**config.mk**
```make
export PLATFORM = sky130hd
export DESIGN_NAME = dmem_arbiter
export DESIGN_NICKNAME = d
export VERILOG_FILES = /design/src/rtl/dmem_arbiter.sv
export SDC_FILE = /design/constraint.sdc
export NUM_CORES = 1
export LEC_CHECK = 0
export CORE_AREA = 2 2 108 110
export DETAILED_ROUTE_END_ITERATION = 10
export DIE_AREA = 0 0 110 112
export GPL_ROUTABILITY_DRIVEN = 0
export PLACE_DENSITY = 0.8
export SETUP_SLACK_MARGIN = 0.1
export SYNTH_ARGS = -nofsm -noshare
export SYNTH_HDL_FRONTEND = slang
export SYNTH_SLANG_ARGS = --single-unit
```
**constraint.sdc**
```tcl
create_clock -name clock -period 3.1 [get_ports clock]
set_clock_uncertainty 0.05 [all_clocks]
set_input_delay 0.62 -clock clock [delete_from_list [all_inputs] [get_ports clock]]
set_output_delay 0.62 -clock clock [all_outputs]
set_load 0.1 [all_outputs]
```
**src/rtl/dmem_arbiter.sv**
```systemverilog
// Two-master round-robin arbiter for the shared data-memory port. Tenures are
// burst-bounded, and read returns are tagged through a fixed-latency pipeline.
module dmem_arbiter #(
  parameter int RD_LAT    = 1,
  parameter int MAX_BURST = 8
) (
  input  logic        clock,
  input  logic        reset,
  input  logic        req0,
  input  logic        req1,
  input  logic        we0,
  input  logic        we1,
  input  logic [31:0] addr0,
  input  logic [31:0] addr1,
  input  logic [31:0] wdata0,
  input  logic [31:0] wdata1,
  input  logic [2:0]  op0,
  input  logic [2:0]  op1,
  output logic        gnt0,
  output logic        gnt1,
  output logic        rvalid0,
  output logic        rvalid1,
  output logic [31:0] rdata,
  output logic [31:0] mem_addr,
  output logic [31:0] mem_din,
  output logic [2:0]  mem_op,
  output logic        mem_we,
  output logic        mem_re,
  input  logic [31:0] mem_dout,
  output logic [1:0]  owner
);

  // State encoding doubles as the owner debug field.
  typedef enum logic [1:0] {IDLE = 2'b00, OWN0 = 2'b01, OWN1 = 2'b10} state_t;

  localparam logic [8:0] BURST_MAX = 9'(MAX_BURST);
  localparam logic [7:0] BURST_SAT = 8'(MAX_BURST);

  state_t      state, state_nxt;
  logic        last_owner, last_nxt;
  logic [7:0]  cnt, cnt_nxt;
  logic [8:0]  cnt_inc;
  logic        sel1, xfer, cur_we;

  assign sel1    = (state == OWN1);
  assign gnt0    = (state == OWN0) & req0;
  assign gnt1    = sel1 & req1;
  assign xfer    = gnt0 | gnt1;
  assign cur_we  = sel1 ? we1 : we0;
  assign mem_we  = xfer & cur_we;
  assign mem_re  = xfer & ~cur_we;
  assign owner   = state;
  assign cnt_inc = {1'b0, cnt} + 9'd1;

  always_comb begin
    mem_addr = '0;
    mem_din  = '0;
    mem_op   = '0;
    case (state)
      OWN0: begin
        mem_addr = addr0;
        mem_din  = wdata0;
        mem_op   = op0;
      end
      OWN1: begin
        mem_addr = addr1;
        mem_din  = wdata1;
        mem_op   = op1;
      end
      default: ;
    endcase
  end

  // A tenure ends on release, or on the burst limit only while the peer waits;
  // otherwise the count saturates and the owner keeps the port.
  always_comb begin
    state_nxt = state;
    last_nxt  = last_owner;
    cnt_nxt   = cnt;
    case (state)
      IDLE: begin
        if (req0 && req1) state_nxt = last_owner ? OWN0 : OWN1;
        else if (req0)    state_nxt = OWN0;
        else if (req1)    state_nxt = OWN1;
      end
      OWN0: begin
        if (!req0 || (req1 && cnt_inc >= BURST_MAX)) begin
          state_nxt = req1 ? OWN1 : IDLE;
          last_nxt  = 1'b0;
          cnt_nxt   = '0;
        end else begin
          cnt_nxt = (cnt_inc >= BURST_MAX) ? BURST_SAT : cnt_inc[7:0];
        end
      end
      OWN1: begin
        if (!req1 || (req0 && cnt_inc >= BURST_MAX)) begin
          state_nxt = req0 ? OWN0 : IDLE;
          last_nxt  = 1'b1;
          cnt_nxt   = '0;
        end else begin
          cnt_nxt = (cnt_inc >= BURST_MAX) ? BURST_SAT : cnt_inc[7:0];
        end
      end
      default: state_nxt = IDLE;
    endcase
  end

  always_ff @(posedge clock or negedge reset) begin
    if (!reset) begin
      state      <= IDLE;
      last_owner <= 1'b1;
      cnt        <= '0;
    end else begin
      state      <= state_nxt;
      last_owner <= last_nxt;
      cnt        <= cnt_nxt;
    end
  end

  // Read-return pipeline: stage 1 is loaded in the transfer cycle, the output
  // register adds the final edge so rvalid lands RD_LAT+1 edges later.
  logic [RD_LAT:1] vld_pipe, tag_pipe;

  always_ff @(posedge clock or negedge reset) begin
    if (!reset) begin
      vld_pipe <= '0;
      tag_pipe <= '0;
      rvalid0  <= 1'b0;
      rvalid1  <= 1'b0;
      rdata    <= '0;
    end else begin
      vld_pipe <= RD_LAT'({vld_pipe, mem_re});
      tag_pipe <= RD_LAT'({tag_pipe, sel1});
      rvalid0  <= vld_pipe[RD_LAT] & ~tag_pipe[RD_LAT];
      rvalid1  <= vld_pipe[RD_LAT] & tag_pipe[RD_LAT];
      rdata    <= mem_dout;
    end
  end

endmodule

```
==> Word level (Yosys, flattened, before mapping) <==
Cells that the tools add are included.
{ "totals": {"output_inout_bits": 107, "register_bits": 47, "word_cells": 55} }
{ "classes": {"n_mux": 20, "reduce_logical": 11, "eq_ne": 5, "n_addsub": 1, "magnitude_cmp": 1, "n_bitwise": 9} }
{ "op_table": {"columns": ["operator", "n"], "rows": [
  ["$pmux 32 s2", 2],
  ["$mux 8", 3],
  ["$pmux 8 s2", 1],
  ["$mux 2", 7],
  ["$add 8x1->9 const B", 1],
  ["$ge 9x4->1 const B", 1],
  ["$and 1x1->1", 6],
  ["$pmux 2 s3", 1],
  ["$pmux 3 s2", 1],
  ["$reduce_and 3->1", 2],
  ["$mux 1", 4],
  ["$ne 2x1->1 const B", 2],
  ["$ne 4x4->1 const B", 1],
  ["$logic_and 1x1->1", 3],
  ["$eq 2x1->1 const B", 1],
  ["$eq 2x2->1 const B", 1],
  ["$logic_not 1->1", 2],
  ["$logic_not 2->1", 1],
  ["$logic_or 1x1->1", 2],
  ["$not 1->1", 2],
  ["$pmux 1 s2", 1],
  ["$reduce_bool 2->1", 1],
  ["$or 1x1->1", 1]
]} }

==> Logic depth before layout (Yosys ltp) <==
Gate-level depths: netlist of the first run.
{ "logic_depth": {"word_depth": 6, "depth_mapped": 7} }

==> Worst setup path before layout of the first run <==
Ideal clock, no wire load.
{ "synth_timing": {"path_type": "reg2out", "start": "register state[0] (netlist: owner[0])", "end": "output port mem_re", "stages_incl_launch_ff": 6, "n_path_buf": 2, "t_arrival_ns": 4.105, "setup_slack_ns": -1.675, "t_required_ns": 2.430, "cell_sequence": "dfrtp_1 > inv_1 > ha_1 > buf_2 > buf_1 > o31ai_1"} }
{ "synth_between": {"elab_chain_cells": 4, "word_cells_on_any_way": 8, "cone_classes": "eq/ne (2); mux (1); bitwise (5)"} }
{ "synth_rtl": {"columns": ["element", "line", "source"], "rows": [
  ["start, declared", "39", "state_t state, state_nxt;"],
  ["start signal, assigned", "114", "state <= state_nxt;"],
  ["$eq 2x1->1 / $eq 2x2->1 (equally long branches)", "46, 45", null],
  ["$and 1x1->1 (tied with other cells)", "46", "assign gnt0 = (state == OWN0) & req0;"],
  ["$or 1x1->1 / $not 1->1 (equally long branches)", "48, 51", null],
  ["$and 1x1->1 *", "51", "assign mem_re = xfer & ~cur_we;"],
  ["end, declared", "28", "output logic mem_re,"]
]} }
Every way passes the cells marked *; elsewhere a longest branch is shown, timed or not.

==> Worst setup path in the final report of the first run <==
{ "layout_timing": {"start": "input port req1", "end": "output port mem_re"} }
{ "layout_between": {"elab_chain_cells": 3} }
{ "layout_rtl": {"columns": ["element", "line", "source"], "rows": [
  ["start, declared", "10", "input logic req1,"],
  ["$and 1x1->1", "47", "assign gnt1 = sel1 & req1;"],
  ["$or 1x1->1", "48", "assign xfer = gnt0 | gnt1;"],
  ["$and 1x1->1", "51", null]
]} }
Every way passes these cells.

==> qor.txt, run 1 <==
Run status: completed
Clock sink total: 47
Total net switching power: 4330 µW
Async S/R FF share, synth: 100%
Pwr dens: 1160 nW/µm²
Share of the synthesized area in the top cell type: 42.9%
Tmin final: 2780 ps
Required @ worst endpoint: 2430 ps
Final worst slack: 319 ps
Total of max-cap violations: 0
Nets: 717
CP cell instances: clkdlybuf4s50_1, a21oi_1, or3_1, o31ai_4, buf_12
Sequential area share after synthesis: 43.9%
Clock H-tree levels: 2
Fin util: 61.5%
Internal Power: 3610 µW
Net Count, Synth: 451
Clock Latency Late Sink: 280 ps
Buffers and inverters on the worst path: 2
Most common cell after layout, fill and taps aside: clkdlybuf4s50_1
Resize count post-CTS: 0
Clk Tree Root Cell: clkbuf_16
Post-DRT Antenna Nets: 0
Core Region: 11,200 µm²
Logic pwr share: 83.1%
WS Path Type: in -> out
First-pass GRT wire length: 17,500 µm
Clk slew on worst S/H paths: 70 ps
Flop pwr share: 9.4%
Dpl ws: 329 ps
Post-CTS Repair Setup Buffers: 0
CTS buffer count: 5
Max incr delay on CP: 640 ps
Top-level I/O count: 279
Least-Margin Pin Slew: 708 ps
Vias per cell: 4.73
Peak VDD IR: 0.832 mV
Most frequent cells in the layout: 170 x clkdlybuf4s50_1, 74 x buf_12, 67 x a22oi_1, 49 x nor2b_4, 44 x dfrtp_1
Flops & latches, synth: 47
Synth area leader: dfrtp_1
Clock power frac: 7.5%
CTS tree: yes
RSZ-0062 raised after global routing: no
Total gr overflow: 0
Final setup viols: 0
Post-Syn Instances: 273
Area Growth Syn to Fin: 156%
CP Max Fanout: 9
Mean Syn Cell Area: 9.83 µm²
Dpl hpwl: 9780 µm
Overall power: 7940 µW
GRT Util Overall: 18.4%
Vias in the first global route: 3,343
Max Slew Vio Count: 0
DR vias: 3,229
Min-delay worst type: in -> async
LEAKAGE: 0.00277 µW
Top cells by area, synth: dfrtp_1 43%, a22oi_1 19%, nor2b_1 17%
Initial DRC Count: 113
Fmax: 0.360 GHz
WL final: 11,800 µm
CP endpoint kind: primary output
Deepest clock path buffer count: 2
# DRC: 0
Drt wl/cell: 17.3 µm
Synth Warn #: 0
Die area: 12,300 µm²
Crit path max-delay family: buffers and inverters
Initial Util: 24.0%
Final TNS setup: 0 ps
Die width: 110 µm
Final period utilization: 89.7%
Post-synth EDFFs: 0
Layout cells sized above 1: 37.8%
Max-slew headroom: 52.8%
Worst hold margin: 342 ps
Cell variety after synth: 35
Hold Violations, Final: 0
I/O Buffers: 278
Largest net degree at the start of global routing: 80
Crit path DAT: 2110 ps
Synth Flop Type: dfrtp_1
Worst path slowest cell: clkdlybuf4s50_1
Chip Height: 112 µm
Sw Ratio: 54.5%
Critical Path Start Type: input pin
R2r setup slk: 1090 ps
Mapped cell area: 2680 µm²
# diodes: 0
Hold buffers post-CTS: 0
Antenna violations before repair: 0
Row count: 39
Pre-Repair DR Iteration Count: 4
## synthesized netlist by cell type (3+ instances only)
cell type / number
ha_1: 6
nand2b_1: 4
dfrtp_1: 46
o22ai_1: 3
buf_2: 7
nand2_1: 9
inv_1: 8
a22oi_1: 67
nor2b_1: 74
clkbuf_1: 16
## worst reg2reg max path: cells and delay by family, from the launching register on
kind / cells / cell delay [ps]
AOI/OAI and AO/OA: 2 / 290
buffers and inverters: 2 / 370
muxes: 2 / 460
adders and majority gates: 1 / 230
DFF: 1 / 490
## per-layer routing
layer,up-vias,wire length (µm),global-route usage [%]
met5,-,0,0
met4,0,185,4.73
met3,16,1260,6.09
met2,195,6460,35.5
met1,1509,3900,18.4
li1,1509,-,-
## flip-flops by register name (all words and copies together) (netlist names)
| register | count |
|---|---|
| vld_pipe | 1 |
| tag_pipe | 1 |
| owner | 2 |
| rvalid0 | 1 |
| rvalid1 | 1 |
| rdata | 32 |
| last_owner | 1 |
| cnt | 8 |
## power groups by stage
stage	Sequential [µW]	Clock (µW)	Combinational, µW
floorplan	1020	0	4190
global placement	754	0	6570
detailed placement	760	0	6640
CTS	749	613	6650
global route	755	643	6820
finish	747	596	6600
## final timing paths
kind	startpoint	to	cells after the start
worst max-delay path	req1	mem_re	5
worst min-delay path	reset	rdata[29]	1
worst max register to register	owner[0]	owner[1]	7
worst min register to register	tag_pipe	rvalid0	1
max in group asynchronous	reset	last_owner	2
min in group clock	tag_pipe	rvalid0	1
## cell type report
cell class	count	area, µm²
flip-flops and latches	47	1180
well taps	143	179
repair buffers	284	3480
fillers	851	4300
clock inverters	3	46.3
inverters	8	33.8
multi-input cells	193	1820
clock buffers	5	125
## logic make-up after synthesis
kind of cell	count (synthesis)	synth area share (%)
simple gates	99	23.0
compound gates	84	23.2
flops	47	43.9
buf+inv	33	4.94
fa+ha+maj	6	2.80
mux	4	2.15
## per-stage QoR
step | cell area (µm²) | instances
after floorplan | 3130 | 273
after global placement | 6700 | 675
after detailed placement | 6700 | 675
after CTS | 6870 | 683
final | 6870 | 683
after global routing | 6870 | 683
Power figures use the tool's default switching activity.
==> run 2: changes to the inputs <==
--- a/config.mk
+++ b/config.mk
@@ -10,7 +10,7 @@
 export DIE_AREA = 0 0 110 112
 export GPL_ROUTABILITY_DRIVEN = 0
 export PLACE_DENSITY = 0.8
-export SETUP_SLACK_MARGIN = 0.1
+export SETUP_SLACK_MARGIN = 0.02
 export SYNTH_ARGS = -nofsm -noshare
 export SYNTH_HDL_FRONTEND = slang
 export SYNTH_SLANG_ARGS = --single-unit
==> run 2 against run 1 <==
Net effect: core utilization decreased by 0.067 points; cell count increased by 0.29%; die area unchanged; via count decreased by 0.59%; clock power increased by 1%; setup slack got worse by 0.68 ps; first-iteration DRC count decreased by 19%; largest cell class unchanged; highest routed layer unchanged.
==> qor.txt, run 2 (synthesized netlist as in run 1, its figures left out) <==
CP Max Fanout: 8 (-1)
CP endpoint kind: primary output
Crit path DAT: 2110 ps (about the same)
Worst hold margin: 381 ps (+38.8 ps)
Logic pwr share: 83.1% (about the same)
Core Region: 11,200 µm² (unchanged)
Max FFs per register: 32 (unchanged)
Final setup viols: 0 (unchanged)
Antenna violations before repair: 1 (+1)
Fmax: 0.360 GHz (about the same)
Flop pwr share: 9.4% (about the same)
Clk Tree Root Cell: clkbuf_16
Fin util: 61.4% (-0.067 points)
Pre-Repair DR Iteration Count: 4 (unchanged)
Largest net degree at the start of global routing: 48 (-40%)
Total gr overflow: 0 (unchanged)
Max Slew Vio Count: 0 (unchanged)
Least-Margin Pin Slew: 982 ps (+273 ps)
Clock H-tree levels: 2 (unchanged)
GRT Util Overall: 17.6% (-0.83 points)
CTS buffer count: 5 (unchanged)
CP cell instances: clkdlybuf4s50_1, a21oi_1, or3_1, o31ai_4, buf_12
Critical Path Start Type: input pin
Dpl hpwl: 9320 µm (-4.7%)
Run status: completed
Worst path slowest cell: clkdlybuf4s50_1
LEAKAGE: 0.00278 µW (about the same)
Min-delay worst type: reg -> reg
Clk slew on worst S/H paths: 70 ps (about the same)
Tmin final: 2780 ps (+0.683 ps)
Peak VDD IR: 0.817 mV (-1.8%)
Row count: 39 (unchanged)
Max-slew headroom: 34.5% (-18 points)
DP Area: 6690 µm² (-0.15%)
Worst hold start: tag_pipe
Overall power: 7960 µW (+0.24%)
Post-DRT Antenna Nets: 0 (unchanged)
Deepest clock path buffer count: 2 (unchanged)
Required @ worst endpoint: 2430 ps (about the same)
WL final: 11,300 µm (-3.9%)
Post-CTS Repair Setup Buffers: 0 (unchanged)
Hold buffers post-CTS: 0 (unchanged)
Vias in the first global route: 3,383 (+1.2%)
Max incr delay on CP: 620 ps (-20 ps)
Internal Power: 3620 µW (+0.15%)
Biggest register: rdata
Die area: 12,300 µm² (unchanged)
Setup crit start: req0
Pwr dens: 1160 nW/µm² (+0.35%)
Top-level I/O count: 279 (unchanged)
Drt wl/cell: 16.6 µm (-4.1%)
# DRC: 0 (unchanged)
Nets: 718 (+0.14%)
Area Growth Syn to Fin: 156%
Crit path max-delay family: buffers and inverters
R2r setup slk: 1020 ps (-70 ps)
Layout cells sized above 1: 37.9% (+0.12 points)
Chip Height: 112 µm (unchanged)
Most frequent cells in the layout: 170 x clkdlybuf4s50_1, 73 x buf_12, 67 x a22oi_1, 49 x nor2b_4, 44 x dfrtp_1
Initial DRC Count: 92 (-19%)
Buffers and inverters on the worst path: 2 (unchanged)
Total of max-cap violations: 0 (unchanged)
Dpl ws: 319 ps (-9.49 ps)
Worst reg2reg startpoint: owner[0]
CTS tree: yes
Final worst slack: 319 ps (-0.683 ps)
First-pass GRT wire length: 17,000 µm (-2.9%)
Initial Util: 24.0% (unchanged)
Clock power frac: 7.6% (about the same)
I/O Buffers: 278 (unchanged)
Hold Violations, Final: 0 (unchanged)
WS Path Type: in -> out
DR vias: 3,210 (-0.59%)
Clock sink total: 47 (unchanged)
Sw Ratio: 54.6% (about the same)
Vias per cell: 4.69 (-0.88%)
RSZ-0062 raised after global routing: no
Die width: 110 µm (unchanged)
Clock Latency Late Sink: 280 ps (about the same)
Resize count post-CTS: 0 (unchanged)
Total net switching power: 4340 µW (+0.32%)
Final period utilization: 89.7% (about the same)
Cell area after layout: 6860 µm² (-0.11%)
Most common cell after layout, fill and taps aside: clkdlybuf4s50_1
-- run 2: per-layer routing --
metal | track usage (%) | up-vias | part of all wire [%]
li1 | - | 1507 | -
met1 | 17.3 | 1505 | 32
met2 | 32.8 | 176 | 53
met3 | 7.03 | 22 | 12
met4 | 5.91 | 0 | 2.9
met5 | 0 | - | 0
-- run 2: cell type report --
| cell class | count | area [µm²] |
|---|---|---|
| Antenna cell | 1 | 2.50 |
| Inverter | 8 | 33.8 |
| Multi-Input combinational cell | 193 | 1820 |
| Fill cell | 858 | 4310 |
| Sequential cell | 47 | 1180 |
| Clock inverter | 3 | 46.3 |
| Timing Repair Buffer | 285 | 3480 |
| Tap cell | 143 | 179 |
| Clock buffer | 5 | 125 |
-- run 2: per-stage QoR --
step	setup TNS, ps	std cells
after floorplan	-6.58	273
after global placement	0	676
after detailed placement	0	676
after CTS	0	684
after global routing	0	685
final	0	685
-- run 2: worst paths after layout --
kind	endpoint	cells after the start
worst max-delay path	mem_re	5
worst min-delay path	rvalid0	1
worst max register to register	owner[1]	7
worst min register to register	rvalid0	1
max in group asynchronous	owner[1]	1
min in group asynchronous	rdata[16]	1
-- run 2: power groups by stage --
| stage | sequential [µW] | combinational, µW | clock [µW] |
|---|---|---|---|
| finish | 746 | 6610 | 603 |
| global route | 754 | 6850 | 649 |
| CTS | 745 | 6660 | 616 |
| detailed placement | 755 | 6650 | 0 |
| global placement | 748 | 6570 | 0 |
| floorplan | 1010 | 4190 | 0 |
==> run 3: changes to the inputs <==
--- a/config.mk
+++ b/config.mk
@@ -9,6 +9,7 @@
 export DETAILED_ROUTE_END_ITERATION = 10
 export DIE_AREA = 0 0 110 112
 export GPL_ROUTABILITY_DRIVEN = 0
+export GPL_TIMING_DRIVEN = 0
 export PLACE_DENSITY = 0.8
 export SETUP_SLACK_MARGIN = 0.02
 export SYNTH_ARGS = -nofsm -noshare
==> run 3 against run 2 <==
Net effect: fmax fell by 6.5%; core utilization fell by 6.7 points; register-to-register slack better by 110 ps; setup slack lost 190 ps; die area unchanged; wire length is 0.59% lower; total power shrank 13%; cell area is 11% lower; via count rose by 3.3%.
==> qor.txt, run 3 (synthesized netlist as in run 1, its figures left out) <==
Logic pwr share: 80.8% (-2.3 points)
I/O Buffers: 277 (-0.36%)
Sw Ratio: 60.0% (+5.4 points)
Layout cells sized above 1: 31.5% (-6.4 points)
GRT Util Overall: 17.5% (-0.12 points)
CTS buffer count: 5 (unchanged)
Chip Height: 112 µm (unchanged)
Fin util: 54.7% (-6.7 points)
Area Growth Syn to Fin: 128%
Total net switching power: 4160 µW (-4.2%)
Max-slew headroom: 33.1% (-1.4 points)
Worst hold margin: 135 ps (-246 ps)
Deepest clock path buffer count: 2 (unchanged)
Crit path DAT: 2310 ps (+200 ps)
Cell area after layout: 6110 µm² (-11%)
Clock power frac: 8.5% (+0.9 points)
Total of max-cap violations: 0 (unchanged)
Post-CTS Repair Setup Buffers: 0 (unchanged)
Initial DRC Count: 121 (+32%)
Die width: 110 µm (unchanged)
Biggest register: rdata
Clk Tree Root Cell: clkbuf_16
Required @ worst endpoint: 2430 ps (about the same)
CP endpoint kind: primary output
Total gr overflow: 0 (unchanged)
Final setup viols: 0 (unchanged)
Final period utilization: 96.0% (+6.3 points)
Pwr dens: 1130 nW/µm² (-2.2%)
CP Max Fanout: 10 (+2)
Vias in the first global route: 3,434 (+1.5%)
LEAKAGE: 0.00258 µW (-7.2%)
WS Path Type: reg -> out
Critical Path Start Type: flop
Max Slew Vio Count: 0 (unchanged)
Clock Latency Late Sink: 280 ps (about the same)
Largest net degree at the start of global routing: 41 (-15%)
Row count: 39 (unchanged)
FF-to-FF path depth: 7 (unchanged)
Overall power: 6930 µW (-13%)
Min-delay worst type: in -> async
Fmax: 0.336 GHz (-6.5%)
Post-DRT Antenna Nets: 0 (unchanged)
Die area: 12,300 µm² (unchanged)
Core Region: 11,200 µm² (unchanged)
Hold buffers post-CTS: 0 (unchanged)
Hold Violations, Final: 0 (unchanged)
Tmin final: 2980 ps (+195 ps)
Internal Power: 2770 µW (-23%)
Nets: 736 (+2.5%)
Dpl hpwl: 9480 µm (+1.7%)
DR vias: 3,317 (+3.3%)
CTS tree: yes
Pre-Repair DR Iteration Count: 4 (unchanged)
Clk slew on worst S/H paths: 70 ps (about the same)
Initial Util: 24.0% (unchanged)
Vias per cell: 4.72 (+0.69%)
Max FFs per register: 32 (unchanged)
Clock H-tree levels: 2 (unchanged)
# DRC: 0 (unchanged)
Antenna violations before repair: 1 (unchanged)
WL final: 11,300 µm (-0.59%)
Run status: completed
Flop pwr share: 10.7% (+1.3 points)
Most common cell after layout, fill and taps aside: clkdlybuf4s50_1
Least-Margin Pin Slew: 1000 ps (+18.5 ps)
Peak VDD IR: 0.857 mV (+5.0%)
Drt wl/cell: 16.0 µm (-3.1%)
Top-level I/O count: 279 (unchanged)
First-pass GRT wire length: 17,000 µm (unchanged)
Most frequent cells in the layout: 205 x clkdlybuf4s50_1, 67 x a22oi_1, 50 x buf_4, 49 x nor2b_4, 44 x dfrtp_1
DP Area: 6100 µm² (-8.9%)
Resize count post-CTS: 403 (+403)
Clock sink total: 47 (unchanged)
RSZ-0062 raised after global routing: yes
Final TNS setup: 0 ps (unchanged)
==> run 3: per-layer routing <==
layer  vias up  routed length (µm)  track usage [%]
met2       178                6050             33.8
li1       1545                   -                -
met4         0                 274             5.40
met5         -                   0                0
met1      1571                3720             16.8
met3        23                1240             6.09
==> run 3: through the flow <==
stage | worst slack (ps) | std cells
3_5_place_dp | -700 | 694
4_1_cts | 24.6 | 702
5_1_grt | 12.9 | 703
6_report | 124 | 703
2_1_floorplan | -6.58 | 273
3_3_place_gp | -615 | 693
==> run 3: path summary, 6_finish.rpt <==
kind,slack (ps),end,from
min,130,rdata[30],reset
min in group clock,380,rvalid0,tag_pipe
max in group asynchronous,2350,last_owner,reset
max,120,mem_din[17],owner[0]
max reg2reg,1130,owner[1],owner[1]
min reg2reg,380,rvalid0,tag_pipe
==> run 3: power groups by stage <==
stage                     combinational (µW)  sequential, µW  clock [µW]
after floorplan                         4190            1010           0
after global routing                    5840             751         638
after CTS                               5590             741         609
after global placement                  5690             746           0
after detailed placement                5730             752           0
final                                   5600             741         591
==> run 3: area by class of cell <==
cell class / instances / area [µm²]
Fill cell: 991 / 5060
Tap cell: 143 / 179
Buffer: 25 / 118
Clock buffer: 5 / 125
Antenna cell: 1 / 2.50
Clock inverter: 3 / 43.8
Inverter: 8 / 33.8
Sequential cell: 47 / 1180
Timing Repair Buffer: 278 / 2620
Multi-Input combinational cell: 193 / 1810
==> run 3: worst max-delay path, cell delays in order (launching register included) <==
cell     delay, ps
dfrtp_2        430
inv_1          100
ha_1           250
buf_2          290
buf_2          270
a22oi_1        130
nor2b_2        130
buf_2          420
